`src/rtl/uart_pkg.sv`:
```
// uart_pkg -- shared definitions for the BCD-digit UART transmitter.
//   state_t        : per-message sequencing states
//   ASCII_*        : character constants used by the digit mapper
//   calc_div()     : clocks per serial bit, CLK_FREQ/BAUD truncated
//   bcd_to_ascii() : nibble 0-9 -> '0'..'9', anything else -> '?'
package uart_pkg;

  typedef enum logic [2:0] {
    S_IDLE,
    S_START_BIT,
    S_DATA,
    S_STOP_BIT,
    S_FINISH
  } state_t;

  localparam logic [7:0] ASCII_ZERO  = 8'h30;
  localparam logic [7:0] ASCII_QMARK = 8'h3F;
  localparam logic [7:0] ASCII_CR    = 8'h0D;
  localparam logic [7:0] ASCII_LF    = 8'h0A;

  function automatic int unsigned calc_div(input int unsigned clk_freq,
                                           input int unsigned baud);
    return clk_freq / baud;
  endfunction

  function automatic logic [7:0] bcd_to_ascii(input logic [3:0] nib);
    return (nib <= 4'd9) ? (ASCII_ZERO + {4'd0, nib}) : ASCII_QMARK;
  endfunction

endpackage

```
`src/rtl/uart_tx_byte.sv`:
```
// uart_tx_byte -- one 8N1 frame: start bit, 8 data bits LSB first, stop bit.
// Each bit lasts exactly DIV clocks.
// Handshake (valid/ready style): a load is taken on a rising edge when
// load=1 and (busy=0 or done=1). done is high during the last clock of the
// stop bit, so a load in that same cycle starts the next start bit with no
// idle gap. The start bit is driven onto tx on the accepting edge itself.
// Ports:
//   clk, rst_n : clock, asynchronous active-low reset
//   load, data : frame request and its byte
//   tx         : registered serial line (idle high)
//   busy       : a frame is on the line
//   bit_end    : last clock of the current bit
//   done       : last clock of the stop bit
module uart_tx_byte #(
  parameter int unsigned DIV = 868
) (
  input  logic       clk,
  input  logic       rst_n,
  input  logic       load,
  input  logic [7:0] data,
  output logic       tx,
  output logic       busy,
  output logic       bit_end,
  output logic       done
);

  localparam int CNT_W = (DIV > 1) ? $clog2(DIV) : 1;

  logic [CNT_W-1:0] baud_cnt;
  logic [3:0]       bit_cnt;   // 0 = start, 1..8 = data, 9 = stop
  logic [8:0]       shift;     // bits still to send after the start bit

  assign bit_end = busy && (baud_cnt == CNT_W'(DIV - 1));
  assign done    = bit_end && (bit_cnt == 4'd9);

  always_ff @(posedge clk or negedge rst_n) begin
    if (!rst_n) begin
      tx       <= 1'b1;
      busy     <= 1'b0;
      baud_cnt <= '0;
      bit_cnt  <= '0;
      shift    <= '1;
    end else if (load && (!busy || done)) begin
      tx       <= 1'b0;
      busy     <= 1'b1;
      baud_cnt <= '0;
      bit_cnt  <= '0;
      shift    <= {1'b1, data};
    end else if (busy) begin
      if (bit_end) begin
        baud_cnt <= '0;
        if (bit_cnt == 4'd9) begin
          busy <= 1'b0;
          tx   <= 1'b1;
        end else begin
          tx      <= shift[0];
          shift   <= {1'b1, shift[8:1]};
          bit_cnt <= bit_cnt + 4'd1;
        end
      end else begin
        baud_cnt <= baud_cnt + CNT_W'(1);
      end
    end
  end

endmodule

```
`src/rtl/uart_digit_tx.sv`:
```
// uart_digit_tx -- sends four BCD digits (most significant nibble first) as
// ASCII characters over an 8N1 serial line. Nibbles A-F are sent as '?'.
// Build option: define UART_DIGIT_TX_CRLF_EN to append CR, LF (six frames).
// Ports:
//   Clk_100M : clock
//   Reset    : asynchronous active-low reset
//   Start    : message request, taken when Busy=0 (also in the Done cycle)
//   Digits   : four BCD nibbles, latched when Start is taken
//   Busy     : message in progress
//   Done     : one-cycle pulse at message completion (Busy already low)
//   UART_Tx  : serial line, idle high
module uart_digit_tx
  import uart_pkg::*;
#(
  parameter int unsigned CLK_FREQ = 100000000,
  parameter int unsigned BAUD     = 115200
) (
  input  logic        Clk_100M,
  input  logic        Reset,
  input  logic        Start,
  input  logic [15:0] Digits,
  output logic        Busy,
  output logic        Done,
  output logic        UART_Tx
);

  localparam int unsigned DIV = calc_div(CLK_FREQ, BAUD);
`ifdef UART_DIGIT_TX_CRLF_EN
  localparam logic [2:0] LAST_CHAR = 3'd5;
`else
  localparam logic [2:0] LAST_CHAR = 3'd3;
`endif

  state_t      state;
  logic [15:0] digits_q;
  logic [2:0]  char_idx;
  logic [2:0]  data_cnt;

  logic       accept;
  logic       advance;
  logic       tx_load;
  logic [7:0] tx_data;
  logic       tx_busy;
  logic       tx_bit_end;
  logic       tx_done;

  function automatic logic [7:0] char_at(input logic [15:0] d,
                                         input logic [2:0]  idx);
    logic [7:0] c;
    case (idx)
      3'd0:    c = bcd_to_ascii(d[15:12]);
      3'd1:    c = bcd_to_ascii(d[11:8]);
      3'd2:    c = bcd_to_ascii(d[7:4]);
      3'd3:    c = bcd_to_ascii(d[3:0]);
`ifdef UART_DIGIT_TX_CRLF_EN
      3'd4:    c = ASCII_CR;
      3'd5:    c = ASCII_LF;
`endif
      default: c = ASCII_QMARK;
    endcase
    return c;
  endfunction

  // The first character comes straight from Digits so the start bit can go
  // out on the accepting edge; later characters come from the latched copy
  // and are loaded in the last stop-bit clock to keep frames contiguous.
  assign accept  = Start && !Busy && !tx_busy;
  assign advance = (state == S_STOP_BIT) && tx_done && (char_idx != LAST_CHAR);
  assign tx_load = accept || advance;
  assign tx_data = accept ? char_at(Digits, 3'd0)
                          : char_at(digits_q, char_idx + 3'd1);

  uart_tx_byte #(
    .DIV (DIV)
  ) u_tx_byte (
    .clk     (Clk_100M),
    .rst_n   (Reset),
    .load    (tx_load),
    .data    (tx_data),
    .tx      (UART_Tx),
    .busy    (tx_busy),
    .bit_end (tx_bit_end),
    .done    (tx_done)
  );

  always_ff @(posedge Clk_100M or negedge Reset) begin
    if (!Reset) begin
      state    <= S_IDLE;
      Busy     <= 1'b0;
      Done     <= 1'b0;
      digits_q <= '0;
      char_idx <= '0;
      data_cnt <= '0;
    end else begin
      Done <= 1'b0;
      case (state)
        S_IDLE, S_FINISH: begin
          if (accept) begin
            digits_q <= Digits;
            char_idx <= '0;
            data_cnt <= '0;
            Busy     <= 1'b1;
            state    <= S_START_BIT;
          end else begin
            state <= S_IDLE;
          end
        end
        S_START_BIT: begin
          if (tx_bit_end) begin
            data_cnt <= '0;
            state    <= S_DATA;
          end
        end
        S_DATA: begin
          if (tx_bit_end) begin
            if (data_cnt == 3'd7) state <= S_STOP_BIT;
            else                  data_cnt <= data_cnt + 3'd1;
          end
        end
        S_STOP_BIT: begin
          if (tx_done) begin
            if (char_idx == LAST_CHAR) begin
              Busy  <= 1'b0;
              Done  <= 1'b1;
              state <= S_FINISH;
            end else begin
              char_idx <= char_idx + 3'd1;
              state    <= S_START_BIT;
            end
          end
        end
        default: state <= S_IDLE;
      endcase
    end
  end

endmodule

```
`config.mk`:
```
export PLATFORM = sky130hd
export DESIGN_NAME = uart_digit_tx
export DESIGN_NICKNAME = d
export VERILOG_FILES = /design/src/rtl/uart_pkg.sv /design/src/rtl/uart_tx_byte.sv /design/src/rtl/uart_digit_tx.sv
export SDC_FILE = /design/constraint.sdc
export NUM_CORES = 1
export LEC_CHECK = 0
export CAP_MARGIN = 20
export CORE_MARGIN = 1.5
export CORE_UTILIZATION = 45
export DETAILED_ROUTE_END_ITERATION = 10
export PLACE_DENSITY = 0.66
export SLEW_MARGIN = 25
export SYNTH_ARGS = -nofsm -noshare
export SYNTH_HDL_FRONTEND = slang
export SYNTH_SLANG_ARGS = --single-unit
```
`constraint.sdc`:
```
create_clock -name Clk_100M -period 3.5 [get_ports Clk_100M]
set_clock_uncertainty 0.2 [all_clocks]
set_input_delay 0.35 -clock Clk_100M [delete_from_list [all_inputs] [get_ports Clk_100M]]
set_output_delay 0.35 -clock Clk_100M [all_outputs]
set_load 0.005 [all_outputs]
```
==> results of run 1 <==
## metal layers
| metal | global-route usage, % | share of wire [%] | routed length [um] |
|---|---|---|---|
| met5 | 0 | 0 | 0 |
| met4 | 4.66 | 1.0 | 53 |
| met3 | 3.77 | 3.8 | 196 |
| met2 | 28.9 | 45 | 2320 |
| met1 | 24.3 | 50 | 2550 |
## final timing paths
path	slack, ps	from	depth (start not counted)	to
max	1100	char_idx[0]$_DFFE_PN0P_	7	u_tx_byte.shift[5]$_DFFE_PN1P_
min reg2reg	290	u_tx_byte.shift[6]$_DFFE_PN1P_	2	u_tx_byte.shift[6]$_DFFE_PN1P_
min in group asynchronous	380	Reset	2	u_tx_byte.baud_cnt[8]$_DFFE_PN0P_
min	290	u_tx_byte.shift[6]$_DFFE_PN1P_	2	u_tx_byte.shift[6]$_DFFE_PN1P_
max in group asynchronous	2100	Reset	3	u_tx_byte.shift[1]$_DFFE_PN1P_
max reg2reg	1100	char_idx[0]$_DFFE_PN0P_	7	u_tx_byte.shift[5]$_DFFE_PN1P_
## cell type report
type	instances	share of cell area [%]
clock buffers	6	2.69
clock inverters	2	1.14
inverters	11	1.35
multi-input cells	198	42.1
flip-flops and latches	51	41.9
well taps	72	2.94
repair buffers	25	7.83
## layout by cell type, fill, tap and decap left out, drive strengths merged, types with 5 or more instances in the layout
cell type | Yosys | routed
inv | 11 | 11
dfstp | 9 | 9
ha | 11 | 11
o21ai | 25 | 25
a21oi | 24 | 24
dfrtp | 42 | 42
o22ai | 6 | 6
nor2 | 26 | 26
nor3 | 7 | 7
clkdlybuf4s50 | 0 | 20
mux2 | 15 | 15
clkbuf | 1 | 6
nand4 | 5 | 5
nand3 | 8 | 8
nand2 | 26 | 26
## critical path, stage by stage, from the launching register on
cell and delay (ps):
sky130_fd_sc_hd__dfrtp_1 460, sky130_fd_sc_hd__ha_1 240, sky130_fd_sc_hd__ha_1 210, sky130_fd_sc_hd__and4bb_2 360, sky130_fd_sc_hd__nor2_1 90, sky130_fd_sc_hd__o21ai_2 340, sky130_fd_sc_hd__nand2_1 210, sky130_fd_sc_hd__o22a_1 220
## per-stage QoR
| stage | area (um2) | util, % | total power [uW] |
|---|---|---|---|
| finish | 3070 | 54.7 | 1100 |
| CTS | 3070 | 54.7 | 1110 |
| global placement | 2940 | 52.4 | 678 |
| detailed placement | 2940 | 52.5 | 680 |
| floorplan | 2660 | - | 640 |
| global route | 3070 | 54.7 | 1150 |
## power by group through the flow
stage                     Sequential (uW)  Clock (uW)  Combinational, uW
final                                 612         427               55.9
after CTS                             612         439               57.8
after detailed placement              623           0               56.6
after floorplan                       621           0               19.2
after global routing                  615         468               63.4
after global placement                623           0               55.3
## state kept, by name (all words and copies together) (netlist names)
signal	count
u_tx_byte.shift	8
u_tx_byte.baud_cnt	10
digits_q	16
Done	1
u_tx_byte.busy	1
data_cnt	3
u_tx_byte.bit_cnt	4
state	3
char_idx	3
Busy	1
u_tx_byte.tx	1
## cells by family after synthesis
| group | Yosys count |
|---|---|
| fa+ha+maj | 11 |
| mux | 16 |
| simple gates | 92 |
| compound gates | 73 |
| xor+xnor | 6 |
| flops | 51 |
| buf+inv | 18 |
==> metrics list, run 1 <==
- IR analysis of the VDD net gives a maximum drop of 238 uV.
* Leading area contributor after synthesis: sky130_fd_sc_hd__dfrtp_1
- Detailed placement finished with a half-perimeter wire length of 3.69 mm.
- The die is roughly 80 um wide.
- The congestion estimate from routability-driven global placement came to 0.753.
- Hold-fix buffers at CTS: 1
- The floorplan step defined a die boundary enclosing 6390 um2.
- Sequential cells account for 55.9% of the total power.
- During synthesis, Yosys emitted a total of 0 warnings.
* Share of the yosys chip area belonging to registers: 48.3%
- Area used by multi-input combinational logic: approximately 1300 um2
* Outcome: finished clean
* Number of primary I/O pins: 22
- Hold Slack: 291 ps
* Floorplan core area: 5610 um2
- Detailed-route vias per instance: 5.53
- Overall fraction of global-route tracks in use: 17.9%
- Sorting the synthesized cells by how often they occur yields sky130_fd_sc_hd__dfrtp_1, sky130_fd_sc_hd__nand2_1, sky130_fd_sc_hd__nor2_1.
* Final Cycle Share: 68.5%
* Count of distinct cell types in the synthesized netlist: 49
- The routed design has 5.12 mm of wire.
- Max capacitance violation total: 0
* Final setup violation count: 0
* Die Height: 79.9 um
- Least setup slack across all paths after layout: 1100 ps
* Hold WC Path Type: reg2reg
* Clock edge transition at the registers on the reported setup and hold paths: 90 ps
- Most used standard cell by instance count after synthesis: sky130_fd_sc_hd__dfrtp_1
- Share of synthesized cell area in full adder, half adder and majority cells: roughly 5.2%
* Later-pin clock latency in the skew report: 310 ps
- Depth of the CTS H-tree: 2
* Sinks on the clock net: just over 50
- The root buffer cell chosen for the clock tree is sky130_fd_sc_hd__clkbuf_8.
* Dominant combinational cell family by area after synthesis: simple AND/OR/NAND/NOR gates
- Once placement completed, the tool counted placed cells totaling about 360.
- Antenna violations before repair: 0
- Vias post-DR: between 2,000 and 2,500
* Largest net degree at the start of global routing: 48
- Cell area after synthesis: around 2700 um2
* Clock buffers created by TritonCTS: 5
* Data arrival time at the worst-slack endpoint: 2430 ps
- Req. time, crit path: roughly 3500 ps
- Net switching is 21.0% of the power.
- Counting the fill cells in the layout gives 530.
* EDFF count, synth: 0
- The synthesized netlist devotes 1.97% of its cell area to XOR and XNOR gates.
- After floorplanning, the core was divided into 27 placement rows.
- Max Fanout on Critical Path: 10
* TritonCTS clock tree: built
- The worst pin sits at a relative slew slack of a little over 60%.
* Slew @ Worst Pin: 589 ps
- Drt wl/cell: 14.0 um
* Fraction of synthesis flops using an asynchronous set or reset pin: 100%
- Remaining number of nets flagged by the antenna check after routing: 0
* Max Transition Viols Final: 0
- In the post-synthesis netlist, the biggest area contributors are sky130_fd_sc_hd__dfrtp_1, sky130_fd_sc_hd__dfstp_2, sky130_fd_sc_hd__mux2_2.
- For this design the total switching power over the nets is about 230 uW.
- Cell internal pwr: 865 uW
- Final net count: approximately 320
- The initial utilization of the core area, before any placement, comes to 47.5%.
- Clock Tree Buf Depth: 2
- Post-cts gate resize count: 0
- Number of diodes added for antenna fixing: 0
- Predominant post-synthesis flop cell: sky130_fd_sc_hd__dfrtp_1
- Setup repair after global routing left no endpoint under its margin.
- Layout cells sized above 1: 15.0%
- Adding up every negative setup slack in the final design gives 0 ps.
- The critical path is of the reg2reg type.
* IO buf count: 21
- Setup Buffers After CTS: 0
- Excluding fillers, the count of instances in the completed layout stands at around 370.
* Power per Cell Area: 357 nW/um2
- In this run, synthesis produced a sequential element count of between 50 and 60.
- Measured against the total synthesized area, the mux share comes to 6.72%.
- Synthesized Nets: 297
- Summing the areas of all compound-gate instances in the mapped netlist gives 16.3% of the synthesized area.
- Crit path time final: 2400 ps
- The cell count after synthesis came out at roughly 270.
- Type of element capturing the critical path: flip-flop
- The first detailed-routing pass took 4 iterations.
* Area share of the largest cell type after synthesis: between 30% and 40%
- Proportion of power drawn by the clock network: 39.0%
- The worst setup path is launched from a flip-flop.
* Remaining design rule violation count: 0
- Register cell area after layout: 1290 um2
* Number of DRC markers after the initial detailed-route iteration: 163
* First-pass GRT wire length: 8.96 mm
- Of the total synthesized cell area, the portion taken by AND, OR, NAND and NOR gates is 18.4%.
- Endpoints failing hold: 0
- LEAKAGE: roughly 0.0013 uW
* Global route overflow: 0
- Synthesis-to-finish area growth: 15.2%
- The via count of the first global-routing pass is about 2,000.
- Each instance of the synthesized netlist takes up on average 9.98 um2.
- Per report_power, the combinational group accounts for 5.1% of the total.
- For this run, the top clock speed supported by timing is 417 MHz.
- Setup slack at placement: ~1000 ps
Note: power is estimated with default switching activity, not from simulation.
==> run 2, diff against run 1 <==
- PLACE_DENSITY: 0.66 -> 0.69
- clock period: 3.5 -> 2 ns (I/O delays scaled with it)
==> metrics list, run 2 (synthesis results as in run 1) <==
* Clock buffers created by TritonCTS: 5 (unchanged)
- Compared with the post-synthesis result, the final layout area differs by 39.6%.
* Clock Tree Buf Depth: 2 (unchanged)
- First-pass DRT Iterations: 5 (+1)
- The static leakage came to 0.00160 uW (+21%).
* Flip-flop count of the largest register after layout: 16 (unchanged)
* First-pass GRT wire length: 10.0 mm (+12%)
* Slowest library cell on the worst path: sky130_fd_sc_hd__dfrtp_2
* IO buf count: 21 (unchanged)
* Critical R2R Capture: u_tx_byte.shift[0]$_DFFE_PN1P_
* Endpoints failing hold: 0 (unchanged)
- The standard-cell row count was 27 (unchanged).
- STA classifies the critical path startpoint as a flip-flop.
* Fill cells: 452 (-15%)
* Slew HR: 69.6% (+8.9 points)
- Depth of the CTS H-tree: 2 (unchanged)
- Floorplan core area: 5610 um2 (unchanged)
- Highest-count cells in the layout ignoring fill and taps: sky130_fd_sc_hd__dfrtp_1, sky130_fd_sc_hd__buf_4, sky130_fd_sc_hd__nand2_1, sky130_fd_sc_hd__nor2_1, sky130_fd_sc_hd__clkdlybuf4s50_1
* Number of diodes added for antenna fixing: 0 (unchanged)
- Largest register by flop count: digits_q
- Global route overflow: 0 (unchanged)
* Max Fanout on Critical Path: 7 (-3)
- Clock edge transition at the registers on the reported setup and hold paths: 90 ps (about the same)
- The signal on the critical path passes through ha_4 > ha_4 > nand2_1 > o22ai_1 > nor4_2 > or3_1 > a21oi_2.
* Delay of the slowest cell on the worst path: 490 ps (+30 ps)
- The via count of the routed design came to 2,257 (+12%).
- The number of max-cap violations was 0 (unchanged).
- Power per Cell Area: 506 nW/um2 (+42%)
- Least setup slack across all paths after layout: -143 ps (-1240 ps)
* Outcome: finished with violations
* Type of element capturing the critical path: flip-flop
- Final cell utilization of the core: 66.3% (+12 points)
- Fmax: 467 MHz (+12%)
* Final Cycle Share: 107% (+39 points)
- R2R setup slack: -140 ps (-1240 ps)
* Slew @ Worst Pin: 456 ps (-133 ps)
- Max IR drop VDD: 354 uV (+49%)
- The final non-filler cell total is 405 (+11%).
- Root buf cell: sky130_fd_sc_hd__clkbuf_8
- The clock latency reported for the late side of the worst-skew pair came to 310 ps (about the same).
- Hold WC Path Type: in2async
* Remaining number of nets flagged by the antenna check after routing: 0 (unchanged)
- Die Height: 79.9 um (unchanged)
- The final reports fail on setup timing.
* Data arrival time at the worst-slack endpoint: 2180 ps (-250 ps)
- Number of primary I/O pins: 22 (unchanged)
- The total global-route track usage was 20.0% (+2.1 points).
* Crit path time final: 2140 ps (-256 ps)
* Final setup violation count: 13 (+13)
- The number of cells after detailed placement came to 385 (+8.1%).
- Max Transition Viols Final: 0 (unchanged)
- Among the stages of the critical path, the cell type that occurs most often is sky130_fd_sc_hd__ha_4.
* Number of DRC markers after the initial detailed-route iteration: 84 (-48%)
- The die boundary width came to 79.9 um (unchanged).
* Critical R2R Launch: char_idx[0]$_DFFE_PN0P_
* Layout cells sized above 1: 35.1% (+20 points)
* Final net count: 363 (+13%)
- The library cell used most frequently in the layout, excluding fill and tap cells, is sky130_fd_sc_hd__dfrtp_1.
* Setup repair after global routing missed its margin: yes
* Drt wl/cell: 15.7 um (+12%)
- Remaining design rule violation count: 0 (unchanged)
* Antenna violations before repair: 0 (unchanged)
* Initial core utilization: 47.5% (unchanged)
- The setup slack after placement is -266 ps (-1290 ps).
* Req. time, crit path: 2040 ps (-1490 ps)
* Overall die area: 6390 um2 (unchanged)
- The largest registers in the layout are digits_q: 16 flops, u_tx_byte.baud_cnt: 10 flops, u_tx_byte.shift: 8 flops.
- The number of cells on the worst reg-to-reg path was 7 (unchanged).
* Largest net degree at the start of global routing: 34 (-29%)
* Critical path start-end classification: reg2reg
- Routed Wire Length: 6.36 mm (+24%)
- Via count of the first global-routing pass: 2,189 (+9.6%)
- The HPWL after detailed placement was 4.04 mm (+9.6%).
* Detailed-route vias per instance: 5.57 (+0.85%)
* Sinks on the clock net: 51 (unchanged)
- TritonCTS built the clock tree.
* Weighted congestion at the end of routability-driven global placement: 0.782 (+3.9%)
[run 2: cell types whose count changed in the layout (fill, tap and decap cells not counted), moves of 6 or more]
cell | previous run | this run
sky130_fd_sc_hd__mux2_2 | 15 | 6
sky130_fd_sc_hd__o21ai_1 | 0 | 7
sky130_fd_sc_hd__mux2_4 | 0 | 9
sky130_fd_sc_hd__o21ai_0 | 24 | 14
sky130_fd_sc_hd__buf_4 | 4 | 33
sky130_fd_sc_hd__ha_1 | 11 | 5
[run 2: final cells by class]
cell class / count / area (um2) / area share [%]
Multi-Input combinational cell: 198 / 1530 / 41.2
Sequential cell: 51 / 1290 / 34.7
Timing Repair Buffer: 66 / 663 / 17.8
Tap cell: 72 / 90.1 / 2.42
Clock buffer: 6 / 72.6 / 1.95
Inverter: 11 / 41.3 / 1.11
Clock inverter: 1 / 30.0 / 0.807
[run 2: timing repair]
item / 4_1_cts / 5_1_grt
hold endpoints to repair: 18 / 0
resized for setup: 35 / 24
pin swaps: 13 / 11
endpoints found under the setup margin: 24 / 25
setup buffers: 3 / 6
hold buffers: 1 / 0
cloned: 0 / 3
[run 2: worst max-delay path, delay by kind of cell, from the launching register on]
| kind | cells | cell delay [ps] |
|---|---|---|
| adder cells (fa/ha/maj) | 2 | 500 |
| AO/OA/AOI/OAI | 2 | 340 |
| AND/OR/NAND/NOR | 3 | 540 |
| flip-flops | 1 | 490 |
[run 2: how the worst max path moves through the flow]
stage                                      startpoint                              to  slack [ps]  depth (start not counted)
global route        u_tx_byte.baud_cnt[0]$_DFFE_PN0P_         data_cnt[0]$_DFFE_PN0P_        -220                          8
floorplan                     char_idx[1]$_DFFE_PN0P_  u_tx_byte.shift[0]$_DFFE_PN1P_        -160                          8
detailed placement                              Start         digits_q[5]$_DFFE_PN0P_        -270                          5
CTS                           char_idx[0]$_DFFE_PN0P_  u_tx_byte.shift[0]$_DFFE_PN1P_        -130                          7
finish                        char_idx[0]$_DFFE_PN0P_  u_tx_byte.shift[0]$_DFFE_PN1P_        -140                          7
global placement                                Start         digits_q[0]$_DFFE_PN0P_        -240                          5
[run 2: through the flow]
stage	setup TNS [ps]	cell area (um2)	total power [uW]	hold WS, ps
CTS	-470	3490	1900	171
detailed placement	-6520	3230	1200	-24.6
floorplan	-1220	2720	1120	-296
finish	-778	3720	1880	164
global placement	-6070	3230	1190	-33.2
global route	-2460	3720	1960	202
[run 2: report_power, final]
part | switching, uW | internal (uW) | total [uW]
logic | 47.6 | 63.7 | 111
clock network | 330 | 367 | 697
registers | 19.5 | 1050 | 1070
total | 397 | 1480 | 1880
[run 2: metal layers]
metal | part of all wire [%] | track usage (%) | vias up
met5 | 0 | 0 | -
met4 | 0.63 | 5.34 | 0
met3 | 2.8 | 3.77 | 5
met2 | 50 | 32.7 | 38
met1 | 46 | 27.0 | 1120
li1 | - | - | 1094
==> run 3, diff against run 2 <==
- SKIP_CTS_REPAIR_TIMING: unset -> 1
==> metrics list, run 3 (synthesis results as in run 1) <==
- Max capacitance violation total: 0 (unchanged)
- The first-pass GRT wire length came to 9.73 mm (-3.0%).
* Max Transition Viols Final: 0 (unchanged)
- Routed Wire Length: 6.23 mm (-2.0%)
* TritonCTS clock tree: built
* First-pass DRT Iterations: 4 (-1)
* Number of primary I/O pins: 22 (unchanged)
* Number of DRC markers after the initial detailed-route iteration: 85 (+1.2%)
- Die Height: 79.9 um (unchanged)
- The static leakage is 0.00159 uW (-0.50%).
* Depth of the CTS H-tree: 2 (unchanged)
* Final net count: 361 (-0.55%)
- The worst vdd rail ir drop is 466 uV (+32%).
- The floorplan core area was 5610 um2 (unchanged).
* Initial core utilization: 47.5% (unchanged)
* Data arrival time at the worst-slack endpoint: 2200 ps (+20 ps)
- Biggest registers after layout: digits_q: 16 flops, u_tx_byte.baud_cnt: 10 flops, u_tx_byte.shift: 8 flops
- The total of endpoints with negative setup slack in the final report is 11 (-2).
- Setup repair after global routing could not meet its margin everywhere.
- Walking the worst path, the cells encountered are inv_2 > ha_4 > or4_4 > nand3_4 > nor4_2 > or3_4 > a21oi_2.
- Largest net degree at the start of global routing: 34 (unchanged)
- The utilization after layout was 65.9% (-0.45 points).
- Slew HR: 69.3% (-0.30 points)
* Layout cells sized above 1: 35.3% (+0.21 points)
- Antenna violations before repair: 0 (unchanged)
* Fill cells: 453 (+0.22%)
* Detailed-route vias per instance: 5.61 (+0.59%)
- The total chip power was 1880 uW (about the same).
* Most common library cell in the layout ignoring fill and taps: sky130_fd_sc_hd__dfrtp_1
* Synthesis-to-finish area growth: 38.7%
- The critical path is of the reg2reg type.
* Max Fanout on Critical Path: 6 (-1)
- The total negative setup slack was -658 ps (+120 ps).
- Weighted congestion at the end of routability-driven global placement: 0.782 (unchanged)
- Via count of the first global-routing pass: 2,143 (-2.1%)
- The final hold violation count came to 0 (unchanged).
* Critical R2R Launch: char_idx[0]$_DFFE_PN0P_
- The post-route cell area is 3690 um2 (-0.67%).
- The routed length per placed instance came to 15.5 um (-1.6%).
* Flip-flop count of the largest register after layout: 16 (unchanged)
- Failing checks: setup timing
- The required time at the worst-slack endpoint is 2040 ps (about the same).
* Root buf cell: sky130_fd_sc_hd__clkbuf_8
* Fmax: 464 MHz (-0.51%)
* Hold Slack: 163 ps (-1.15 ps)
- Vias post-DR: 2,259 (+0.089%)
- Number of cells traversed by the worst register-to-register path: 7 (unchanged)
- Area of placed instances: 3230 um2 (unchanged)
- In this run the critical register-to-register path is captured at u_tx_byte.shift[0]$_DFFE_PN1P_.
- More flip-flops sit in one register than any other, and that register is digits_q.
- Clock Tree Buf Depth: 2 (unchanged)
- Sinks on the clock net: 51 (unchanged)
- Crit path time final: 2150 ps (+10.9 ps)
- The die boundary width was 79.9 um (unchanged).
* Least setup slack across all paths after layout: -154 ps (-10.9 ps)
* Row count: 27 (unchanged)
* Estimated wirelength of the detail-placed design: 4.04 mm (unchanged)
- The flow ran to the end, but the final reports show violations.
- Clock buffers created by TritonCTS: 5 (unchanged)
- The tightest min-delay check is of the in2async type.
* Overall fraction of global-route tracks in use: 19.4% (-0.58 points)
- The clock latency reported for the late side of the worst-skew pair came to 310 ps (about the same).
- The worst setup path is launched from a flip-flop.
- Remaining number of nets flagged by the antenna check after routing: 0 (unchanged)
* Highest-count cells in the layout ignoring fill and taps: sky130_fd_sc_hd__dfrtp_1, sky130_fd_sc_hd__buf_4, sky130_fd_sc_hd__nand2_1, sky130_fd_sc_hd__nor2_1
- Power per Cell Area: 509 nW/um2 (+0.59%)
* Overall die area: 6390 um2 (unchanged)
- Clock edge transition at the registers on the reported setup and hold paths: 90 ps (about the same)
- IO buf count: 21 (unchanged)
* Number of diodes added for antenna fixing: 0 (unchanged)
- Slowest library cell on the worst path: sky130_fd_sc_hd__or4_4
* R2R setup slack: -150 ps (about the same)
- The worst setup path is captured at a flip-flop.
* Remaining design rule violation count: 0 (unchanged)
- Global route overflow: 0 (unchanged)
- Slew @ Worst Pin: 461 ps (+4.47 ps)
- The fraction of the cycle the final worst path needs came to 108% (+0.55 points).
- Delay of the slowest cell on the worst path: 550 ps (+60 ps)
==> run 3: changes by cell type in the layout (fill, tap and decap cells not counted), sizes merged <==
cell | previous run | this run
buf | 42 | 40
==> run 3: cell type report <==
| class | count | area, um2 | area share, % |
|---|---|---|---|
| Clock inverter | 1 | 30.0 | 0.813 |
| Sequential cell | 51 | 1290 | 34.9 |
| Timing Repair Buffer | 64 | 637 | 17.2 |
| Inverter | 11 | 41.3 | 1.12 |
| Multi-Input combinational cell | 198 | 1530 | 41.5 |
| Tap cell | 72 | 90.1 | 2.44 |
| Clock buffer | 6 | 72.6 | 1.96 |
==> run 3: power by group <==
group | internal, uW | switching, uW | leakage [uW] | total, uW
combinational | 63.8 | 46.9 | 0.000925 | 111
clock | 367 | 329 | 0.0000513 | 696
sequential | 1050 | 19.3 | 0.000613 | 1070
==> run 3: worst max-delay path by stage <==
| stage | start | end | slack, ps | cells after the start |
|---|---|---|---|---|
| 5_1_grt | char_idx[0]$_DFFE_PN0P_ | u_tx_byte.shift[0]$_DFFE_PN1P_ | -210 | 7 |
| 4_1_cts | char_idx[0]$_DFFE_PN0P_ | u_tx_byte.shift[0]$_DFFE_PN1P_ | -300 | 7 |
| 3_3_place_gp | Start | digits_q[0]$_DFFE_PN0P_ | -240 | 5 |
| 6_report | char_idx[0]$_DFFE_PN0P_ | u_tx_byte.shift[0]$_DFFE_PN1P_ | -150 | 7 |
| 3_5_place_dp | Start | digits_q[5]$_DFFE_PN0P_ | -270 | 5 |
| 2_1_floorplan | char_idx[1]$_DFFE_PN0P_ | u_tx_byte.shift[0]$_DFFE_PN1P_ | -160 | 8 |
==> run 3: metrics by stage <==
step                setup WS [ps]  std cells
floorplan                    -163        267
global placement             -244        385
detailed placement           -266        385
CTS                          -300        392
global route                 -214        403
finish                       -154        403
==> run 3: critical path: cells and delay by family (launching register included) <==
kind                     cells  cell delay [ps]
AND/OR/NAND/NOR              4             1080
buffers and inverters        1               80
AO/OA/AOI/OAI                1              110
flip-flops                   1              460
adder cells (fa/ha/maj)      1              160
==> run 3: layer usage <==
layer	up-vias	track usage (%)	routed length, um
met5	-	0	0
met4	0	5.17	70
met3	8	3.77	185
met2	49	31.5	3140
met1	1114	26.3	2840
li1	1088	-	-
